===== src/rtl/dw_addsub_dx_pkg.sv =====
// Shared types for the duplex add/sub accumulator:
// FSM state, partition clamp selection and the per-partition overflow rule.
package dw_addsub_dx_pkg;

  typedef enum logic {
    ACCUM = 1'b0,
    HOLD  = 1'b1
  } state_e;

  typedef enum logic [2:0] {
    CLAMP_NONE,
    CLAMP_ONES,
    CLAMP_ZERO,
    CLAMP_MAXP,
    CLAMP_MINN
  } clamp_e;

  // bm is the sign of the effective addend (b, or ~b for subtract),
  // so one rule covers signed add and subtract.
  function automatic logic part_ovf(
    input logic tc,
    input logic sub,
    input logic co,
    input logic am,
    input logic bm,
    input logic rm
  );
    if (tc)
      return (am == bm) && (rm != am);
    return co ^ sub;
  endfunction

  // Signed clamp direction follows the accumulator sign, which on
  // overflow equals the effective addend sign.
  function automatic clamp_e clamp_sel(
    input logic ovf,
    input logic sat,
    input logic tc,
    input logic sub,
    input logic am
  );
    if (!(ovf && sat))
      return CLAMP_NONE;
    if (!tc)
      return sub ? CLAMP_ZERO : CLAMP_ONES;
    return am ? CLAMP_MINN : CLAMP_MAXP;
  endfunction

endpackage


===== src/rtl/dw_addsub_dx_acc_if.sv =====
// Operand/dump bus of the duplex accumulator.
// master drives beats and out_ready; slave is the accumulator.
interface dw_addsub_dx_acc_if #(
  parameter int width = 24
);
  logic             in_valid;
  logic             in_ready;
  logic [width-1:0] in_data;
  logic             in_last;
  logic             addsub;
  logic             tc;
  logic             sat;
  logic             dplx;
  logic             clr;
  logic             out_valid;
  logic             out_ready;
  logic [width-1:0] out_acc;
  logic             out_co1;
  logic             out_co2;
  logic             out_ovf1;
  logic             out_ovf2;

  modport master (
    output in_valid, in_data, in_last,
    output addsub, tc, sat, dplx, clr,
    output out_ready,
    input  in_ready, out_valid, out_acc,
    input  out_co1, out_co2, out_ovf1, out_ovf2
  );

  modport slave (
    input  in_valid, in_data, in_last,
    input  addsub, tc, sat, dplx, clr,
    input  out_ready,
    output in_ready, out_valid, out_acc,
    output out_co1, out_co2, out_ovf1, out_ovf2
  );
endinterface


===== src/rtl/dw_addsub_dx_acc_core.sv =====
// Combinational partitioned add/sub with overflow and saturation.
// a,b in; res, per-partition carry (co1/co2) and overflow (ovf1/ovf2) out.
module dw_addsub_dx_acc_core
  import dw_addsub_dx_pkg::*;
#(
  parameter int width    = 24,
  parameter int p1_width = 8
) (
  input  logic [width-1:0] a,
  input  logic [width-1:0] b,
  input  logic             sub,
  input  logic             tc,
  input  logic             sat,
  input  logic             dplx,
  output logic [width-1:0] res,
  output logic             co1,
  output logic             co2,
  output logic             ovf1,
  output logic             ovf2
);

  localparam int UW = width - p1_width;
  localparam int LW = p1_width + 1;
  localparam int HW = UW + 1;
  localparam int FW = width + 1;

  localparam logic [width-1:0] LO_MASK =
    {{UW{1'b0}}, {p1_width{1'b1}}};
  localparam logic [width-1:0] HI_MASK = ~LO_MASK;
  localparam logic [width-1:0] FU_MASK = '1;
  localparam logic [width-1:0] LO_MSB =
    {{(width-1){1'b0}}, 1'b1} << (p1_width - 1);
  localparam logic [width-1:0] HI_MSB =
    {1'b1, {(width-1){1'b0}}};

  // Partition results are kept in their final bit positions so one
  // clamp helper serves the lower, upper and full-width cases.
  function automatic logic [width-1:0] pick(
    input clamp_e           c,
    input logic [width-1:0] s,
    input logic [width-1:0] mask,
    input logic [width-1:0] msb
  );
    case (c)
      CLAMP_ONES: return mask;
      CLAMP_ZERO: return '0;
      CLAMP_MAXP: return mask & ~msb;
      CLAMP_MINN: return msb;
      default:    return s & mask;
    endcase
  endfunction

  logic [width-1:0] bx;
  logic [LW-1:0]    lo_sum;
  logic [HW-1:0]    hi_sum;
  logic [FW-1:0]    fu_sum;
  logic [width-1:0] lo_pos;
  logic [width-1:0] hi_pos;
  logic             ov_lo;
  logic             ov_hi;
  logic             ov_fu;
  clamp_e           cs_lo;
  clamp_e           cs_hi;
  clamp_e           cs_fu;

  assign bx = sub ? ~b : b;

  assign lo_sum = {1'b0, a[p1_width-1:0]}
                + {1'b0, bx[p1_width-1:0]}
                + LW'(sub);
  assign hi_sum = {1'b0, a[width-1:p1_width]}
                + {1'b0, bx[width-1:p1_width]}
                + HW'(sub);
  assign fu_sum = {1'b0, a} + {1'b0, bx} + FW'(sub);

  assign lo_pos = {{UW{1'b0}}, lo_sum[p1_width-1:0]};
  assign hi_pos = {hi_sum[UW-1:0], {p1_width{1'b0}}};

  always_comb begin
    ov_lo = part_ovf(tc, sub, lo_sum[p1_width],
                     a[p1_width-1], bx[p1_width-1],
                     lo_sum[p1_width-1]);
    ov_hi = part_ovf(tc, sub, hi_sum[UW],
                     a[width-1], bx[width-1],
                     hi_sum[UW-1]);
    ov_fu = part_ovf(tc, sub, fu_sum[width],
                     a[width-1], bx[width-1],
                     fu_sum[width-1]);

    cs_lo = clamp_sel(ov_lo, sat, tc, sub, a[p1_width-1]);
    cs_hi = clamp_sel(ov_hi, sat, tc, sub, a[width-1]);
    cs_fu = clamp_sel(ov_fu, sat, tc, sub, a[width-1]);

    if (dplx) begin
      res  = pick(cs_lo, lo_pos, LO_MASK, LO_MSB)
           | pick(cs_hi, hi_pos, HI_MASK, HI_MSB);
      co1  = lo_sum[p1_width];
      co2  = hi_sum[UW];
      ovf1 = ov_lo;
      ovf2 = ov_hi;
    end else begin
      res  = pick(cs_fu, fu_sum[width-1:0], FU_MASK, HI_MSB);
      co1  = 1'b0;
      co2  = fu_sum[width];
      ovf1 = 1'b0;
      ovf2 = ov_fu;
    end
  end

endmodule


===== src/rtl/dw_addsub_dx_acc.sv =====
// Duplex add/sub accumulator: beats in via bus, dump on in_last.
// Ports: clk, rst (async, active-high), bus (slave modport).
module dw_addsub_dx_acc
  import dw_addsub_dx_pkg::*;
#(
  parameter int width    = 24,
  parameter int p1_width = 8
) (
  input  logic                clk,
  input  logic                rst,
  dw_addsub_dx_acc_if.slave   bus
);

  state_e           state_q, state_d;
  logic [width-1:0] acc_q, acc_d;
  logic             out_valid_q, out_valid_d;
  logic             co1_q, co1_d;
  logic             co2_q, co2_d;
  logic             ovf1_q, ovf1_d;
  logic             ovf2_q, ovf2_d;

  logic [width-1:0] acc_base;
  logic             ovf1_base;
  logic             ovf2_base;
  logic [width-1:0] core_res;
  logic             core_co1;
  logic             core_co2;
  logic             core_ovf1;
  logic             core_ovf2;

  dw_addsub_dx_acc_core #(
    .width   (width),
    .p1_width(p1_width)
  ) u_core (
    .a   (acc_base),
    .b   (bus.in_data),
    .sub (bus.addsub),
    .tc  (bus.tc),
    .sat (bus.sat),
    .dplx(bus.dplx),
    .res (core_res),
    .co1 (core_co1),
    .co2 (core_co2),
    .ovf1(core_ovf1),
    .ovf2(core_ovf2)
  );

  always_comb begin
    // clr is applied ahead of a same-cycle beat
    acc_base  = acc_q;
    ovf1_base = ovf1_q;
    ovf2_base = ovf2_q;
    if (state_q == ACCUM && bus.clr) begin
      acc_base  = '0;
      ovf1_base = 1'b0;
      ovf2_base = 1'b0;
    end

    state_d     = state_q;
    acc_d       = acc_q;
    out_valid_d = out_valid_q;
    co1_d       = co1_q;
    co2_d       = co2_q;
    ovf1_d      = ovf1_q;
    ovf2_d      = ovf2_q;

    case (state_q)
      ACCUM: begin
        acc_d  = acc_base;
        ovf1_d = ovf1_base;
        ovf2_d = ovf2_base;
        if (bus.in_valid) begin
          acc_d  = core_res;
          co1_d  = core_co1;
          co2_d  = core_co2;
          ovf1_d = ovf1_base | core_ovf1;
          ovf2_d = ovf2_base | core_ovf2;
          if (bus.in_last) begin
            state_d     = HOLD;
            out_valid_d = 1'b1;
          end
        end
      end
      HOLD: begin
        if (bus.out_ready) begin
          state_d     = ACCUM;
          out_valid_d = 1'b0;
          acc_d       = '0;
          ovf1_d      = 1'b0;
          ovf2_d      = 1'b0;
        end
      end
      default: state_d = ACCUM;
    endcase
  end

  always_ff @(posedge clk or posedge rst) begin
    if (rst) begin
      state_q     <= ACCUM;
      acc_q       <= '0;
      out_valid_q <= 1'b0;
      co1_q       <= 1'b0;
      co2_q       <= 1'b0;
      ovf1_q      <= 1'b0;
      ovf2_q      <= 1'b0;
    end else begin
      state_q     <= state_d;
      acc_q       <= acc_d;
      out_valid_q <= out_valid_d;
      co1_q       <= co1_d;
      co2_q       <= co2_d;
      ovf1_q      <= ovf1_d;
      ovf2_q      <= ovf2_d;
    end
  end

  assign bus.in_ready  = (state_q == ACCUM);
  assign bus.out_valid = out_valid_q;
  assign bus.out_acc   = acc_q;
  assign bus.out_co1   = co1_q;
  assign bus.out_co2   = co2_q;
  assign bus.out_ovf1  = ovf1_q;
  assign bus.out_ovf2  = ovf2_q;

endmodule


===== src/flat_wrapper.sv =====
// flat-port wrapper written by rule: the top's interface ports become plain ports
module dw_addsub_dx_acc_flat import dw_addsub_dx_pkg::*;
#(
  parameter int width    = 24,
  parameter int p1_width = 8
)
  (clk, rst, bus_in_valid, bus_in_data, bus_in_last, bus_addsub, bus_tc, bus_sat, bus_dplx, bus_clr, bus_out_ready, bus_in_ready, bus_out_valid, bus_out_acc, bus_out_co1, bus_out_co2, bus_out_ovf1, bus_out_ovf2);
  dw_addsub_dx_acc_if #(.width(width)) bus_i ();
  input  logic clk;
  input  logic rst;
  input wire logic [$bits(bus_i.in_valid)-1:0] bus_in_valid;
  input wire logic [$bits(bus_i.in_data)-1:0] bus_in_data;
  input wire logic [$bits(bus_i.in_last)-1:0] bus_in_last;
  input wire logic [$bits(bus_i.addsub)-1:0] bus_addsub;
  input wire logic [$bits(bus_i.tc)-1:0] bus_tc;
  input wire logic [$bits(bus_i.sat)-1:0] bus_sat;
  input wire logic [$bits(bus_i.dplx)-1:0] bus_dplx;
  input wire logic [$bits(bus_i.clr)-1:0] bus_clr;
  input wire logic [$bits(bus_i.out_ready)-1:0] bus_out_ready;
  output wire logic [$bits(bus_i.in_ready)-1:0] bus_in_ready;
  output wire logic [$bits(bus_i.out_valid)-1:0] bus_out_valid;
  output wire logic [$bits(bus_i.out_acc)-1:0] bus_out_acc;
  output wire logic [$bits(bus_i.out_co1)-1:0] bus_out_co1;
  output wire logic [$bits(bus_i.out_co2)-1:0] bus_out_co2;
  output wire logic [$bits(bus_i.out_ovf1)-1:0] bus_out_ovf1;
  output wire logic [$bits(bus_i.out_ovf2)-1:0] bus_out_ovf2;
  assign bus_i.in_valid = bus_in_valid;
  assign bus_i.in_data = bus_in_data;
  assign bus_i.in_last = bus_in_last;
  assign bus_i.addsub = bus_addsub;
  assign bus_i.tc = bus_tc;
  assign bus_i.sat = bus_sat;
  assign bus_i.dplx = bus_dplx;
  assign bus_i.clr = bus_clr;
  assign bus_i.out_ready = bus_out_ready;
  assign bus_in_ready = bus_i.in_ready;
  assign bus_out_valid = bus_i.out_valid;
  assign bus_out_acc = bus_i.out_acc;
  assign bus_out_co1 = bus_i.out_co1;
  assign bus_out_co2 = bus_i.out_co2;
  assign bus_out_ovf1 = bus_i.out_ovf1;
  assign bus_out_ovf2 = bus_i.out_ovf2;
  dw_addsub_dx_acc #(.width(width), .p1_width(p1_width)) u_core (.clk(clk), .rst(rst), .bus(bus_i));
endmodule

===== config.mk =====
export PLATFORM = sky130hd
export DESIGN_NAME = dw_addsub_dx_acc_flat
export DESIGN_NICKNAME = d
export VERILOG_FILES = /design/src/rtl/dw_addsub_dx_pkg.sv /design/src/rtl/dw_addsub_dx_acc_if.sv /design/src/rtl/dw_addsub_dx_acc_core.sv /design/src/rtl/dw_addsub_dx_acc.sv /design/src/flat_wrapper.sv
export SDC_FILE = /design/constraint.sdc
export NUM_CORES = 1
export LEC_CHECK = 0
export ABC_AREA = 1
export CELL_PAD_IN_SITES_DETAIL_PLACEMENT = 1
export CELL_PAD_IN_SITES_GLOBAL_PLACEMENT = 2
export CORE_ASPECT_RATIO = 1.5
export CORE_MARGIN = 10
export CORE_UTILIZATION = 26
export DETAILED_ROUTE_END_ITERATION = 10
export PLACE_DENSITY_LB_ADDON = 0.1
export SLEW_MARGIN = 15
export SYNTH_ARGS = -nofsm -noshare
export SYNTH_HDL_FRONTEND = slang
export SYNTH_SLANG_ARGS = --single-unit

===== constraint.sdc =====
create_clock -name clk -period 3.3 [get_ports clk]
set_clock_uncertainty 0.1 [all_clocks]
set_input_delay 0.33 -clock clk [delete_from_list [all_inputs] [get_ports clk]]
set_output_delay 0.33 -clock clk [all_outputs]
set_load 0.1 [all_outputs]

* Yosys cells after proc, flatten, opt, wreduce, memory -nomap -nowiden
Cells that the tools add are included. Widths: inputs -> output; s select.
Storage, ports and cells: register bits 30, word-level logic and storage cells 105
Operators by class: add/subtract/negate cells 6, mux-type cells 55, reductions and logical operators 9, bitwise gates (word level) 8, eq/ne operators 20
Operators with widths (count):
- $pmux 24 s4 | 2
- $mux 24 | 7
- $pmux 24 s2 | 1
- $mux 3 | 14
- $pmux 8 s4 | 1
- $add 24x24->25 | 1
- $add 25x1->25 | 1
- $mux 1 | 25
- $not 24->24 | 1
- $or 24x24->24 | 1
- $eq 3x2->1 const B | 6
- $add 16x16->17 | 1
- $add 17x1->17 | 1
- $add 8x8->9 | 1
- $add 9x1->9 | 1
- $eq 3x1->1 const B | 3
- $eq 3x3->1 const B | 3
- $pmux 1 s2 | 4
- $logic_and 1x1->1 | 7
- $ne 2x2->1 const B | 3
- $ne 1x1->1 | 3
- $reduce_and 3->1 | 1
- $xor 1x1->1 | 3
- $eq 1x1->1 | 2
- other kinds (4) | 5

* Depth between registers and ports, before layout
depth in word-level cells 21, gate-level depth with buffers 24, mapped depth without buffers 22

* Hierarchy
A second synthesis with hierarchy kept.
Second synthesis, totals: cell total of the unflattened synthesis 788, area total of the unflattened synthesis 4782.1 sq um
Modules (own cells, without submodules):
- dw_addsub_dx_acc_core | times used 1, area an instance 2920.3 sq um, cells an instance 528
- dw_addsub_dx_acc | times used 1, area an instance 1861.8 sq um, cells an instance 260

* Worst setup path after synthesis
No wires, ideal clock.
kind flip-flop to flip-flop, from register u_core.state_q, to register u_core.acc_q[20], in the netlist u_core.bus.out_acc[20], stages on the path, launching flop included 23, path buffers 4, data required time 3.070 ns, arrival time 3.487 ns, slack -0.418 ns, clock period less this slack 3.718 ns, path through dfrtp_1 > inv_2 > nand2_4 > clkbuf_1 > inv_1 > buf_1 > nor2_1 > ha_1 > nand2_1 > inv_1 > a21oi_1 > nand2_1 > a21oi_2 > nand2_2 > nand2_1 > nand3_2 > nand2_2 > nand4_4 > and2_4 > buf_6 > buf_8 > nand2_1 > nand4_1
On the way: longest elaborated chain between the ends 18, elaborated cells on any way between the ends 41
RTL lines:
- from (decl) | RTL line dw_addsub_dx_acc.sv:14 | state_e state_q, state_d;
- from (signal assigned) | RTL line dw_addsub_dx_acc.sv:107 | state_q <= state_d;
- $not 1->1 (no source line) (*)
- net bus_in_ready | RTL line flat_wrapper.sv:20 | output wire logic [$bits(bus_i.in_ready)-1:0] bus_in_ready;
- $logic_and 1x1->1 | RTL line dw_addsub_dx_acc.sv:53 | if (state_q == ACCUM && bus.clr) begin
- $mux 24 | RTL line dw_addsub_dx_acc.sv:53
- $add 16x16->17 | RTL line dw_addsub_dx_acc_core.sv:72 | + {1'b0, bx[width-1:p1_width]}
- $add 17x1->17 | RTL line dw_addsub_dx_acc_core.sv:73 | + HW'(sub);
- $ne 1x1->1 | RTL line dw_addsub_dx_pkg.sv:29 | return (am == bm) && (rm != am);
- $logic_and 1x1->1 | RTL line dw_addsub_dx_pkg.sv:29
- [3 not listed]
- $mux 3 | RTL line dw_addsub_dx_pkg.sv:44 | if (!tc)
- $eq 3x3->1 (tied with other cells) | RTL line dw_addsub_dx_acc_core.sv:44 | case (c)
- $pmux 24 s4 | RTL line dw_addsub_dx_acc_core.sv:44
- $mux 24 | RTL line dw_addsub_dx_acc_core.sv:94 | if (dplx) begin
- $or 24x24->24 | RTL line dw_addsub_dx_acc_core.sv:96 | | pick(cs_hi, hi_pos, HI_MASK, HI_MSB);
- $mux 24 | RTL line dw_addsub_dx_acc_core.sv:94
- $mux 24 | RTL line dw_addsub_dx_acc.sv:72 | if (bus.in_valid) begin
- $pmux 24 s2 (*) | RTL line dw_addsub_dx_acc.sv:67 | case (state_q)
- to (signal assigned) | RTL line dw_addsub_dx_acc.sv:100 | acc_q <= '0;
- to (signal assigned) | RTL line dw_addsub_dx_acc.sv:108 | acc_q <= acc_d;
- to (decl) | RTL line dw_addsub_dx_acc.sv:15 | logic [width-1:0] acc_q, acc_d;
Mark *: on every way through the listed nets, which the timed path passes. The rest lies on a longest branch. The select of a mux whose other input is x is not followed. A chain may end at the register's enable or synchronous reset.

* Final worst setup path
from register u_core.state_q, to register u_core.acc_q[21], in the netlist u_core.bus.out_acc[21]
On the way: longest elaborated chain between the ends 18, elaborated cells on any way between the ends 41
RTL lines:
- $not 1->1 (no source line)
- $logic_and 1x1->1 | RTL line dw_addsub_dx_acc.sv:53
- $mux 24 | RTL line dw_addsub_dx_acc.sv:53
- $add 16x16->17 | RTL line dw_addsub_dx_acc_core.sv:72
- $add 17x1->17 | RTL line dw_addsub_dx_acc_core.sv:73
- $ne 1x1->1 | RTL line dw_addsub_dx_pkg.sv:29
- $logic_and 1x1->1 | RTL line dw_addsub_dx_pkg.sv:29
- $mux 1 | RTL line dw_addsub_dx_pkg.sv:28 | if (tc)
- [2 not listed]
- $mux 3 | RTL line dw_addsub_dx_pkg.sv:44
- $eq 3x3->1 (tied with other cells) | RTL line dw_addsub_dx_acc_core.sv:44
- $pmux 24 s4 | RTL line dw_addsub_dx_acc_core.sv:44
- $mux 24 | RTL line dw_addsub_dx_acc_core.sv:94
- $or 24x24->24 | RTL line dw_addsub_dx_acc_core.sv:96
- $mux 24 | RTL line dw_addsub_dx_acc_core.sv:94
- $mux 24 | RTL line dw_addsub_dx_acc.sv:72
- $pmux 24 s2 | RTL line dw_addsub_dx_acc.sv:67
Parallel ways exist; a longest one is shown, timed or not. The select of a mux whose other input is x is not followed.

==> key figures <==
Status
  • Outcome: completed

Critical path
  • R2R Setup Slk: 140 ps
  • CP Max Fanout: 4
  • R2R Path End: u_core.bus.out_acc[21]$_DFFE_PP0P_
  • FF-to-FF Start: u_core.state_q$_DFF_PP0_
  • Crit path from: u_core.state_q$_DFF_PP0_
  • Startpoint type of the worst setup path: flop
  • R2R depth: 17
  • CP required: 3360 ps
  • Crit path capture type: flop
  • Crit path DAT: 3220 ps
  • Critical Path End: u_core.bus.out_acc[21]$_DFFE_PP0P_
  • Kind of critical path: reg2reg

CTS
  • Total clock sinks: 30
  • TritonCTS Buffers: 5
  • H-tree Lvls: 2
  • Clock transition at path regs: approximately 60 ps
  • Deepest clock path buffer count: 2
  • Worst-skew pair later-pin latency: 290 ps
  • CTS root buffer: clkbuf_16
  • CTS tree: yes
  • Hold_buf cts: 0

Die
  • Core ar.: around 16000 µm²
  • Io pins: 64
  • Die footprint: approximately 22000 µm²
  • Starting Density: around a quarter
  • # rows: between 50 and 60
  • Die Y: 175 µm
  • Die Width: 123 µm

STA
  • RSZ-0062 raised after global routing: yes
  • Worst slew pin tran: 995 ps
  • Hold Fails Final Rpt: 0
  • Final period util: a little over nine tenths
  • Max-slew headroom: ~33%
  • Finish-stage setup viols: 0
  • FMAX: approximately 320 MHz
  • Max-slew violations: 0
  • Final min period: 3160 ps

Global route
  • Vias in the first global route: 5841
  • Overflow after GRT: 0
  • Pin count of the biggest net entering global routing: 19
  • Initial antenna violation count: 0
  • Total track usage: a little under a fifth
  • Global-route wire length before repair: ~31000 µm

Min path
  • Hold WC Path Type: in2async

Route
  • Final WL: 20400 µm
  • Remaining routing DRC violations: 0
  • Total number of vias: 5199
  • First-pass DRT Iterations: 4
  • Iter 0 DRT Violations: 190
  • Post-detailed-route via-to-cell ratio: 4.79
  • Drt wl/cell: 18.8 µm
  • Antenna Violating Nets Remaining: 0

Power and ir drop
  • P_int: 2.57 mW
  • Switching share of power: 56.0%
  • Peak VDD IR: 324 µV
  • Seq pwr share: 10.7%
  • Total chip power: 5.84 mW
  • Combinational Power Share: 80.6%
  • Pwr dens: 863 nW/µm²
  • Leakage power: roughly 3.5 nW
  • P_sw: 3.27 mW
  • Clock power share: 8.6%

Layout
  • Register area: 753 µm²
  • Area of the multi-input gates: roughly 3300 µm²
  • # diodes: 0
  • Final core utilization: 43.3%
  • Layout cells sized above 1: 31.7%
  • Layout area overhead: 63.0%
  • Number of fill cells: 2024
  • Fin nets: 941

Yosys
  • Post-synth cell types: 42
  • Async SR Flop Fraction: between 90% and 100%
  • Post-synth EDFFs: 0
  • Synth Net Count: roughly 740
  • Synth Register Bits: 30
  • Sequential-to-total area share from yosys stat: approximately 18%
  • Synth Flop Type: dfrtp_1
  • Yosys warns: 0
  • Post-Syn Area per Cell: 6.12 µm²
  • Synthesized area: 4150 µm²
  • Synth Instances: 677

Job
  • Max Cap Viol: 0

Placed design
  • Post-detail-place hpwl: 16900 µm
  • GP Congestion: ~0.95
  • IO Port Bufs: between 60 and 70
synthesized netlist by cell type, types with 8 or more instances:
master / instances / share of area (%)
inv_1: 101 / 9.1
nand2_1: 202 / 18
xnor2_1: 8 / 1.7
a21oi_1: 35 / 4.2
nand2_2: 8 / 1.2
dfrtp_1: 30 / 18
o21ai_0: 23 / 2.8
nand4_1: 19 / 2.9
ha_1: 23 / 6.9
nand3_1: 56 / 6.8
clkbuf_1: 10 / 0.91
xor2_1: 48 / 10
nor2_1: 56 / 5.1
area by class of cell:
class                   count  share of cell area, %
well taps                 203                   3.76
repair buffers            215                   27.4
multi-input cells         526                   49.5
inverters                 104                   5.96
clock buffers               6                   2.05
clock inverters             2                  0.185
flip-flops and latches     30                   11.1
flip-flops by register name, indices dropped and copies added (netlist names):
register / flops
u_core.bus.out_acc: 24
u_core.bus.out_co1: 1
u_core.bus.out_co2: 1
u_core.bus.out_ovf1: 1
u_core.bus.out_ovf2: 1
u_core.bus.out_valid: 1
u_core.state_q: 1
what timing repair did:
item,CTS,global route
cloned,2,1
gates resized for setup,16,99
pin swaps,6,27
setup buffers,2,3
endpoints found under the setup margin,24,24
critical path: stages (launching register included):
cell and delay (ps):
dfrtp_2 440, inv_8 70, nand2_4 60, inv_6 90, clkbuf_16 140, nor2_2 50
ha_2 390, nand2_1 150, nor4_4 280, buf_4 190, nand3_4 100, nand2_2 100
nand2_1 90, nand4_4 140, buf_4 170, nand3_1 220, nand2_1 140, nand4_1 90
layer usage:
| metal | vias to the layer above | wire length [µm] | global-route usage, % |
|---|---|---|---|
| li1 | 2563 | - | - |
| met1 | 2520 | 7240 | 18.0 |
| met2 | 78 | 11700 | 37.6 |
| met3 | 38 | 441 | 1.87 |
| met4 | 0 | 1040 | 8.86 |
| met5 | - | 0 | 0 |
cells in the final DEF (no fill, tap or decap), drive strengths merged, types with 7 or more instances in the layout:
cell           count
nand2            212
ha                23
dfrtp             30
nor2              56
inv              103
clkbuf             7
xor2              48
nand3             62
buf              159
xnor2              8
nand4             21
o21ai             29
clkdlybuf4s50     54
a21oi             38
power by group through the flow:
stage | sequential [mW] | clock (mW) | combinational (mW)
after floorplan | 1.56 | 0 | 1.61
after global placement | 0.624 | 0 | 4.28
after detailed placement | 0.632 | 0 | 4.33
after CTS | 0.627 | 0.513 | 4.40
after global routing | 0.645 | 0.530 | 5.06
final | 0.627 | 0.504 | 4.71
stage by stage:
| stage | cells | setup TNS [ps] | setup WS [ps] | cell area, µm² | hold WS (ps) |
|---|---|---|---|---|---|
| after floorplan | 677 | 0 | 11.1 | 4160 | 321 |
| after global placement | 1071 | -10370 | -459 | 6070 | 378 |
| after detailed placement | 1071 | -12160 | -566 | 6070 | 380 |
| after CTS | 1083 | 0 | 2.62 | 6300 | 396 |
| after global routing | 1086 | -39.9 | -19.6 | 6760 | 434 |
| final | 1086 | 0 | 141 | 6760 | 386 |
worst min-delay path by stage:
stage	startpoint	end	slack, ps	depth (start not counted)
after floorplan	rst	u_core.bus.out_acc[10]$_DFFE_PP0P_	320	1
after global placement	u_core.bus.out_valid$_DFFE_PP0P_	u_core.bus.out_valid$_DFFE_PP0P_	380	2
after detailed placement	u_core.bus.out_valid$_DFFE_PP0P_	u_core.bus.out_valid$_DFFE_PP0P_	380	2
after CTS	u_core.bus.out_valid$_DFFE_PP0P_	u_core.bus.out_valid$_DFFE_PP0P_	400	2
after global routing	u_core.bus.out_valid$_DFFE_PP0P_	u_core.bus.out_valid$_DFFE_PP0P_	430	2
final	rst	u_core.bus.out_acc[1]$_DFFE_PP0P_	390	2
cell families (layout without fill, tap and decap cells):
group / after synthesis / in the layout / synth area share (%)
DFF: 30 / 30 / 18.1
buffers and inverters: 123 / 327 / 11.9
adders and majority gates: 25 / 25 / 7.91
AOI/OAI and AO/OA: 85 / 85 / 11.9
xor gates and xnor gates: 56 / 56 / 11.8
and+or+nand+nor: 358 / 360 / 38.4
Power figures use the tool's default switching activity.
